File: src/rtl/clk_period_meter_pkg.sv
// Shared types and defaults for the clock period meter.
package clk_period_meter_pkg;

  typedef enum logic [1:0] {
    IDLE = 2'd0,
    ARM  = 2'd1,
    MEAS = 2'd2,
    DONE = 2'd3
  } state_t;

  localparam int DEF_CNT_W = 16;

endpackage

File: src/rtl/clk_sync_edge_det.sv
// Synchronizes an asynchronous level into sys_clk and flags its edges.
// SYNC_STAGES must be at least 2.
module clk_sync_edge_det
  import clk_period_meter_pkg::*;
#(
  parameter int SYNC_STAGES = 2
) (
  input  logic sys_clk,
  input  logic reset,
  input  logic async_in,
  output logic level,
  output logic rise,
  output logic fall
);

  logic [SYNC_STAGES-1:0] sync_ff;
  logic                   sync_d;

  // Synchronizer chain plus one delayed copy of the last stage for edge detection.
  always_ff @(posedge sys_clk or negedge reset) begin
    if (!reset) begin
      sync_ff <= '0;
      sync_d  <= 1'b0;
    end else begin
      sync_ff <= {sync_ff[SYNC_STAGES-2:0], async_in};
      sync_d  <= sync_ff[SYNC_STAGES-1];
    end
  end

  assign level = sync_ff[SYNC_STAGES-1];
  assign rise  = level & ~sync_d;
  assign fall  = ~level & sync_d;

endmodule

File: src/rtl/clk_period_meter.sv
// Measures period and high time of an asynchronous clock in sys_clk cycles,
// flags a lost clock and checks the period against an expected value.
// Optional macro CLK_PERIOD_METER_CONTINUOUS_EN: back-to-back measurements,
// one done pulse per period, until the clock is lost.
module clk_period_meter
  import clk_period_meter_pkg::*;
#(
  parameter int CNT_W       = DEF_CNT_W,
  parameter int SYNC_STAGES = 2,
  parameter int TIMEOUT_CYC = 20000,
  parameter int TOL         = 1
) (
  input  logic             sys_clk,
  input  logic             reset,
  input  logic             clk_in,
  input  logic             start,
  input  logic [CNT_W-1:0] expected,
  output logic             busy,
  output logic             done,
  output logic [CNT_W-1:0] period,
  output logic [CNT_W-1:0] high_time,
  output logic             in_range,
  output logic             lost
);

  localparam logic [CNT_W-1:0] TMO   = CNT_W'(TIMEOUT_CYC);
  localparam logic [CNT_W:0]   TOL_W = (CNT_W+1)'(TOL);

  state_t           state, state_nxt;
  logic [CNT_W-1:0] cnt, cnt_nxt, cnt_inc;
  logic [CNT_W-1:0] high_cap, high_cap_nxt;
  logic [CNT_W-1:0] period_nxt, high_time_nxt;
  logic             in_range_nxt, lost_nxt, tmo;
  logic [CNT_W:0]   diff;
  logic             in_tol;
  logic             rise, fall, lvl_unused;

  clk_sync_edge_det #(.SYNC_STAGES(SYNC_STAGES)) u_sync (
    .sys_clk  (sys_clk),
    .reset    (reset),
    .async_in (clk_in),
    .level    (lvl_unused),
    .rise     (rise),
    .fall     (fall)
  );

  // Counter saturates at the timeout value so it can never wrap.
  assign cnt_inc = (cnt == TMO) ? cnt : cnt + CNT_W'(1);

  // Absolute period error, one bit wider so the subtraction cannot wrap.
  assign diff   = ({1'b0, cnt} >= {1'b0, expected}) ? {1'b0, cnt} - {1'b0, expected}
                                                    : {1'b0, expected} - {1'b0, cnt};
  assign in_tol = (diff <= TOL_W);

  // State register.
  always_ff @(posedge sys_clk or negedge reset) begin
    if (!reset) state <= IDLE;
    else        state <= state_nxt;
  end

  // Next-state, counter/capture updates and status outputs.
  always_comb begin
    state_nxt     = state;
    cnt_nxt       = cnt;
    high_cap_nxt  = high_cap;
    period_nxt    = period;
    high_time_nxt = high_time;
    in_range_nxt  = in_range;
    lost_nxt      = lost;
    tmo           = 1'b0;
    busy          = (state != IDLE);
    done          = (state == DONE);
    case (state)
      IDLE: begin
        if (start) begin
          state_nxt = ARM;
          cnt_nxt   = '0;
          lost_nxt  = 1'b0;
        end
      end
      ARM: begin
        if (rise) begin
          state_nxt    = MEAS;
          cnt_nxt      = CNT_W'(1);
          high_cap_nxt = '0;
        end else if (cnt == TMO) begin
          tmo = 1'b1;
        end else begin
          cnt_nxt = cnt_inc;
        end
      end
      MEAS: begin
        // A rise wins over a simultaneous timeout.
        if (rise) begin
          state_nxt     = DONE;
          period_nxt    = cnt;
          high_time_nxt = high_cap;
          in_range_nxt  = in_tol;
          // The closing rise doubles as the opening rise of a following period.
          cnt_nxt       = CNT_W'(1);
          high_cap_nxt  = '0;
        end else if (cnt == TMO) begin
          tmo = 1'b1;
        end else begin
          cnt_nxt = cnt_inc;
          if (fall) high_cap_nxt = cnt;
        end
      end
      DONE: begin
`ifdef CLK_PERIOD_METER_CONTINUOUS_EN
        // Keep measuring the running period; a lost clock ends the run.
        state_nxt = lost ? IDLE : MEAS;
        cnt_nxt   = cnt_inc;
        if (fall) high_cap_nxt = cnt;
`else
        state_nxt = IDLE;
`endif
      end
      default: state_nxt = IDLE;
    endcase
    if (tmo) begin
      state_nxt     = DONE;
      lost_nxt      = 1'b1;
      period_nxt    = '0;
      high_time_nxt = '0;
      in_range_nxt  = 1'b0;
    end
  end

  // Counter, high-time capture and result registers.
  always_ff @(posedge sys_clk or negedge reset) begin
    if (!reset) begin
      cnt       <= '0;
      high_cap  <= '0;
      period    <= '0;
      high_time <= '0;
      in_range  <= 1'b0;
      lost      <= 1'b0;
    end else begin
      cnt       <= cnt_nxt;
      high_cap  <= high_cap_nxt;
      period    <= period_nxt;
      high_time <= high_time_nxt;
      in_range  <= in_range_nxt;
      lost      <= lost_nxt;
    end
  end

endmodule

File: config.mk
export PLATFORM = sky130hd
export DESIGN_NAME = clk_period_meter
export DESIGN_NICKNAME = d
export VERILOG_FILES = /design/src/rtl/clk_period_meter_pkg.sv /design/src/rtl/clk_sync_edge_det.sv /design/src/rtl/clk_period_meter.sv
export SDC_FILE = /design/constraint.sdc
export NUM_CORES = 1
export LEC_CHECK = 0
export ABC_AREA = 1
export CAP_MARGIN = 20
export CELL_PAD_IN_SITES_DETAIL_PLACEMENT = 0
export CELL_PAD_IN_SITES_GLOBAL_PLACEMENT = 1
export CORE_MARGIN = 3
export CORE_UTILIZATION = 45
export CTS_CLUSTER_DIAMETER = 200
export DETAILED_ROUTE_END_ITERATION = 8
export PLACE_DENSITY_LB_ADDON = 0.1
export SYNTH_ARGS = -nofsm -noshare
export SYNTH_HDL_FRONTEND = slang
export SYNTH_SLANG_ARGS = --single-unit
File: constraint.sdc
create_clock -name sys_clk -period 3.3 [get_ports sys_clk]
set_input_delay 0.66 -clock sys_clk [delete_from_list [all_inputs] [get_ports sys_clk]]
set_output_delay 0.66 -clock sys_clk [all_outputs]
set_load 0.02 [all_outputs]
==> results.toml, run 1 <==
[logic_synthesis]
avgSynthCellArea_um2 = 7.11
synth_ff_type = "dfrtp_1"
synth_warnings = 0
yosysMostFrequentCell = "nand2_1"
syn_inst = 728
netlist_top_cells_area = "dfrtp_1 34%, nand2_1 14%, ha_1 9.4%"
synth_cell_types = 48
synth-seq-area-share_pct = 34.3
synth_commonest_cells = "198 x nand2_1, 107 x inv_1, 71 x dfrtp_1, 66 x o21ai_0, 55 x nand3_1"
synth-seq-cells = 71
synth_edf_count = 0
syn_nets = 789
synth-async-reset-ratio_pct = 100
synth_top_cell_by_area = "dfrtp_1"
mappedNetlistArea_um2 = 5170
synth.top_cell.area_share_pct = 34.3

[cells_and_area]
drive_gt1_share_pct = 8.70
syn_to_final_growth_pct = 20.2
fin_nets = 849
finalNonFillerCells = 933
fin_area_um2 = 6220
diodes = 0

[floorplan]
num_io_pins = 56
coreArea_um2 = 11000
start_util_pct = 46.9
die_w_um = 113
fp-row-count = 38
die-area_um2 = 12800
die_h_um = 113

[setup_path]
cp_max_fo = 6
path_buf_inv = 5
rr_endpoint = "in_range$_DFFE_PN0P_"
slowest_stage = "clkdlybuf4s50_1"
r2r_start = "cnt[0]$_DFFE_PN0P_"
crit_family = "simple AND/OR/NAND/NOR gates"
r2r_setup_slack_ns = 0.61
crit_chain = "clkdlybuf4s50_1 -> inv_1 -> ha_1 -> nand2_1 -> nor2_1 -> nand2_1 -> inv_2 -> nand2_2 -> clkinv_2 -> nor2_8 -> nand3b_1 -> nand3b_1 -> nand2_1 -> clkinv_1 -> nand2_1 -> nor2_1 -> nand3_1 -> nand2_1"
end_kind = "flip-flop"
crit_arrival_ns = 3.12
start_kind = "input port"
criticalPathCategory = "input port to flip-flop"
crit_top_cell = "nand2_1"
cp.required_ns = 3.53
crit_path_max_incr_delay_ns = 0.51
r2r_cells = 14

[clock_network]
numClockSinks = 71
htreeDepth = 3
ctsHoldBuffers = 0
cts_resized = 0
clk_pin_slew_ns = 0.06
cts_buffer_depth = 2
cts_buffers = 9
clock_latency_ns = 0.33
post_cts_buffers = 0
root_buffer = "clkbuf_16"
cts_tree = "done"

[grt]
grt_util_all_layers_pct = 23.6
grt_pass1_wl_mm = 24.3
grt_pass1_vias = 4715
grt_max_degree = 33
overflow = 0
antenna_found_initial = 0

[routing]
wl_per_cell_um = 15.8
drtAntennaViolNets = 0
viasPerCell = 5.21
drtIter0Drc = 363
routed_wirelength_mm = 14.7
firstDrtPassIters = 5
drc = 0
vias = 4863

[sta]
rsz0062_at_grt = "false"
tns_ns = 0
fin_crit_ns = 2.89
layout_setup_ws_ns = 0.408
fmax_ghz = 0.346
max-slew-margin-rel_pct = 41.4
finalHoldViolCount = 0
worst_slew_pin_slew_ns = 0.879
setup_violations = 0
drv_slew = 0
skew_ns = 0.00692
period_share_pct = 87.6

[placement]
dpl.hpwl_mm = 11.9
gp_congestion = 1.00
portBuffers = 55
placed_cell_area_um2 = 5900
dp.cells = 917
dpl_worst_slack_ns = 0.0931

[power]
power_density_nw_per_um2 = 512
vdd_ir_drop_max_uv = 478
switching_power_mw = 1.17
intPower_mw = 2.02
cellLeakagePower_nw = 3.12
pwr-share-comb_pct = 35.5
power_frac_clock_pct = 32.9
finalPower_mw = 3.19
netSwitchingFraction_pct = 36.7
p_seq_share_pct = 31.6

[min_path]
hold_path.class = "input port to async pin"

[run_status]
status = "complete, no violations"

[job]
cap_viol_max_count = 0
## cell usage in the layout, fill, tap and decap left out, types with 10 or more instances in the layout
master / instances
ha_1: 39
buf_4: 10
nand2_1: 198
clkdlybuf4s50_1: 54
nand3_1: 55
nor2_1: 43
a21oi_1: 37
dfrtp_1: 71
nand4_1: 13
nand2_2: 11
inv_2: 10
inv_1: 107
o21ai_0: 66
xor2_1: 10
## layer usage
layer | vias up | GRT usage, % | part of all wire (%)
met3 | 16 | 3.74 | 5.7
met1 | 2273 | 36.1 | 51
met2 | 133 | 35.4 | 42
met5 | - | 0 | 0
met4 | 0 | 4.65 | 1.0
li1 | 2441 | - | -
## metrics by stage
step                utilization, %  hold WS [ns]
CTS                           56.4         0.374
finish                        56.4         0.348
global placement              53.4         0.333
floorplan                        -         0.331
global route                  56.4         0.396
detailed placement            53.4         0.369
## worst reg2reg max path: stages (launching register included)
cell and delay (ns):
dfrtp_1 0.47, inv_1 0.21, ha_1 0.23, inv_1 0.06
fa_1 0.41, or2_2 0.31, a21oi_1 0.21, nand3_1 0.17
nor2_1 0.13, nand2_1 0.06, nand2_1 0.06, nand3_1 0.07
nor2_1 0.11, nand3_1 0.07, nand2_1 0.06
## registers in the layout (all words and copies together) (netlist names)
signal	cells
cnt	16
high_cap	16
high_time	16
period	16
state	2
u_sync.sync_ff	2
in_range	1
lost	1
u_sync.sync_d	1
## power by group through the flow
| stage | Sequential [mW] | Clock, mW | Combinational [mW] |
|---|---|---|---|
| after floorplan | 1.06 | 0 | 0.686 |
| after global placement | 1.02 | 0 | 1.10 |
| after detailed placement | 1.02 | 0 | 1.12 |
| after CTS | 1.01 | 1.06 | 1.13 |
| after global routing | 1.02 | 1.10 | 1.25 |
| final | 1.01 | 1.05 | 1.13 |
## layout make-up
class | instances | area [µm²]
Clock buffer | 11 | 243
Clock inverter | 5 | 81.3
Fill cell | 1085 | 4810
Inverter | 119 | 448
Multi-Input combinational cell | 522 | 2880
Sequential cell | 71 | 1780
Tap cell | 140 | 175
Timing Repair Buffer | 65 | 621
## how the worst max path moves through the flow
stage / startpoint / end / slack, ns / cells after the start
after floorplan: expected[0] / in_range$_DFFE_PN0P_ / 1.01 / 17
after global placement: expected[11] / in_range$_DFFE_PN0P_ / 0.07 / 16
after detailed placement: expected[5] / in_range$_DFFE_PN0P_ / 0.09 / 16
after CTS: expected[5] / in_range$_DFFE_PN0P_ / 0.44 / 16
after global routing: expected[2] / in_range$_DFFE_PN0P_ / 0.24 / 16
final: expected[12] / in_range$_DFFE_PN0P_ / 0.41 / 18
## cell families (layout without fill, tap and decap cells)
logic type,after synthesis,after routing,share of synthesized area [%]
AOI/OAI and AO/OA,118,118,12.4
buffers and inverters,135,200,10.1
and+or+nand+nor,352,352,31.1
DFF,71,71,34.3
adders and majority gates,41,41,10.2
xor gates and xnor gates,11,11,1.86
Power figures use the tool's default switching activity.
==> inputs of run 2 (changes only) <==
--- a/config.mk
+++ b/config.mk
@@ -10,10 +10,11 @@
 export CELL_PAD_IN_SITES_DETAIL_PLACEMENT = 0
 export CELL_PAD_IN_SITES_GLOBAL_PLACEMENT = 1
 export CORE_MARGIN = 3
-export CORE_UTILIZATION = 45
+export CORE_UTILIZATION = 42
 export CTS_CLUSTER_DIAMETER = 200
 export DETAILED_ROUTE_END_ITERATION = 8
 export PLACE_DENSITY_LB_ADDON = 0.1
+export SLEW_MARGIN = 15
 export SYNTH_ARGS = -nofsm -noshare
 export SYNTH_HDL_FRONTEND = slang
 export SYNTH_SLANG_ARGS = --single-unit
==> constraint.sdc (replaced) <==
create_clock -name sys_clk -period 3 [get_ports sys_clk]
set_input_delay 0.6 -clock sys_clk [delete_from_list [all_inputs] [get_ports sys_clk]]
set_output_delay 0.6 -clock sys_clk [all_outputs]
set_load 0.02 [all_outputs]
==> results.toml, run 2 (same netlist as run 1, synthesis figures left out) <==
[placement]
dpl_worst_slack_ns = -0.145
portBuffers = 55
gp_congestion = 0.894
dpl.hpwl_mm = 12.3

[setup_path]
crit_path_max_incr_delay_ns = 0.51
r2r_setup_slack_ns = 0.48
crit_family = "simple AND/OR/NAND/NOR gates"
cp-endpoint = "in_range$_DFFE_PN0P_"
path_buf_inv = 5
rr_endpoint = "in_range$_DFFE_PN0P_"
cp_num_cells = 19
crit_path_start = "expected[6]"
cp_max_fo = 9
r2r_cells = 14
cp.required_ns = 3.28
crit_arrival_ns = 3.07
crit_chain = "clkdlybuf4s50_1 -> inv_1 -> ha_1 -> nand2_1 -> inv_2 -> nand2_1 -> nor2_1 -> nand2_2 -> clkinv_2 -> nor2_8 -> nand2_8 -> nand2_1 -> nand3_1 -> nand2_1 -> clkinv_1 -> nand2_1 -> nor2_1 -> nand3_1 -> nand2_1"
crit_top_cell = "nand2_1"
criticalPathCategory = "input port to flip-flop"
start_kind = "input port"
r2r_start = "cnt[0]$_DFFE_PN0P_"
slowest_stage = "clkdlybuf4s50_1"
end_kind = "flip-flop"

[routing]
drtAntennaViolNets = 0
viasPerCell = 5.18
firstDrtPassIters = 5
drc = 0
drtIter0Drc = 367
routed_wirelength_mm = 15.3
wl_per_cell_um = 15.9
vias = 4980

[cells_and_area]
fillers = 1173
fin_nets = 875
syn_to_final_growth_pct = 24.0
mostFrequentLayoutCell = "nand2_1"
drive_gt1_share_pct = 11.8
diodes = 0
seq_area_um2 = 1780
multi_input_area_um2 = 2880
layout_common_cells = "198 x nand2_1, 107 x inv_1, 71 x dfrtp_1"

[sta]
fmax_ghz = 0.357
layout_setup_ws_ns = 0.201
rsz0062_at_grt = "false"
max-slew-margin-rel_pct = 39.9
holdWs_ns = 0.222
fin_crit_ns = 2.80
finalHoldViolCount = 0
worst_slew_pin_slew_ns = 0.902
skew_ns = 0.00720
drv_slew = 0
period_share_pct = 93.3
setup_violations = 0

[job]
cap_viol_max_count = 0

[clock_network]
cts_buffers = 9
htreeDepth = 3
root_buffer = "clkbuf_16"
clk_pin_slew_ns = 0.06
numClockSinks = 71
clock_latency_ns = 0.33
cts_tree = "done"
cts_buffer_depth = 2
ctsHoldBuffers = 0

[floorplan]
die-area_um2 = 13700
die_h_um = 117
fp-row-count = 39
num_io_pins = 56
die_w_um = 117
start_util_pct = 44.2
coreArea_um2 = 11700

[power]
vdd_ir_drop_max_uv = 498
power_density_nw_per_um2 = 546
cellLeakagePower_nw = 3.24

[run_status]
status = "complete, no violations"

[grt]
grt_max_degree = 37
overflow = 0
antenna_found_initial = 0
grt_pass1_vias = 4725
grt_pass1_wl_mm = 24.8
grt_util_all_layers_pct = 23.5

[min_path]
hold_path.class = "input port to async pin"
==> run 2: changes by cell type in the layout (fill, tap and decap cells not counted) <==
cell        before  now
clkbuf_8         1    0
bufinv_16        2    1
buf_4           10   35
a21oi_2          1    2
clkinvlp_4       1    2
o21ai_0         66   65
clkinv_2         2    1
clkinv_4         1    2
o21ai_1          1    2
buf_12           0    1
inv_6            0    2
a21oi_1         37   36
clkbuf_1         1    0
==> run 2: through the flow <==
step	total power [mW]	TNS, ns	utilization (%)	cell area (µm²)	cells
after global routing	3.73	0	54.8	6420	962
after detailed placement	2.42	-0.145	52.1	6110	946
final	3.50	0	54.8	6420	962
after floorplan	1.91	0	-	5170	728
after global placement	2.41	-0.127	52.1	6110	946
after CTS	3.52	0	54.8	6410	962
==> run 2: what timing repair did <==
item                                   CTS  global route
gates resized for setup                  0             2
setup endpoints to repair                0             1
buffers inserted                         0             0
endpoints found under the hold margin    0             0
==> run 2: final cells by class <==
cell class	count	area share, %
clock buffers	9	3.51
repair buffers	91	12.9
multi-input cells	522	44.9
flip-flops and latches	71	27.7
well taps	143	2.79
clock inverters	7	1.25
inverters	119	6.98
==> run 2: power breakdown <==
part	switching (mW)	total, mW	internal (mW)
Combinational	0.851	1.32	0.474
Clock	0.433	1.08	0.652
Sequential	0.0542	1.09	1.04
==> run 2: how the worst min path moves through the flow <==
| stage | endpoint | cells past startpoint | startpoint | slack (ns) |
|---|---|---|---|---|
| finish | in_range$_DFFE_PN0P_ | 1 | reset | 0.22 |
| global route | in_range$_DFFE_PN0P_ | 1 | reset | 0.25 |
| CTS | in_range$_DFFE_PN0P_ | 1 | reset | 0.24 |
| detailed placement | u_sync.sync_ff[1]$_DFF_PN0_ | 0 | u_sync.sync_ff[0]$_DFF_PN0_ | 0.34 |
| global placement | u_sync.sync_ff[1]$_DFF_PN0_ | 0 | u_sync.sync_ff[0]$_DFF_PN0_ | 0.34 |
| floorplan | cnt[0]$_DFFE_PN0P_ | 0 | reset | 0.30 |
==> run 2: routing by layer <==
| layer | global-route usage [%] | vias up | part of all wire [%] |
|---|---|---|---|
| met5 | 0 | - | 0 |
| met4 | 6.12 | 0 | 1.5 |
| met3 | 4.83 | 17 | 6.0 |
| met2 | 35.0 | 148 | 43 |
| li1 | - | 2503 | - |
| met1 | 34.8 | 2312 | 49 |
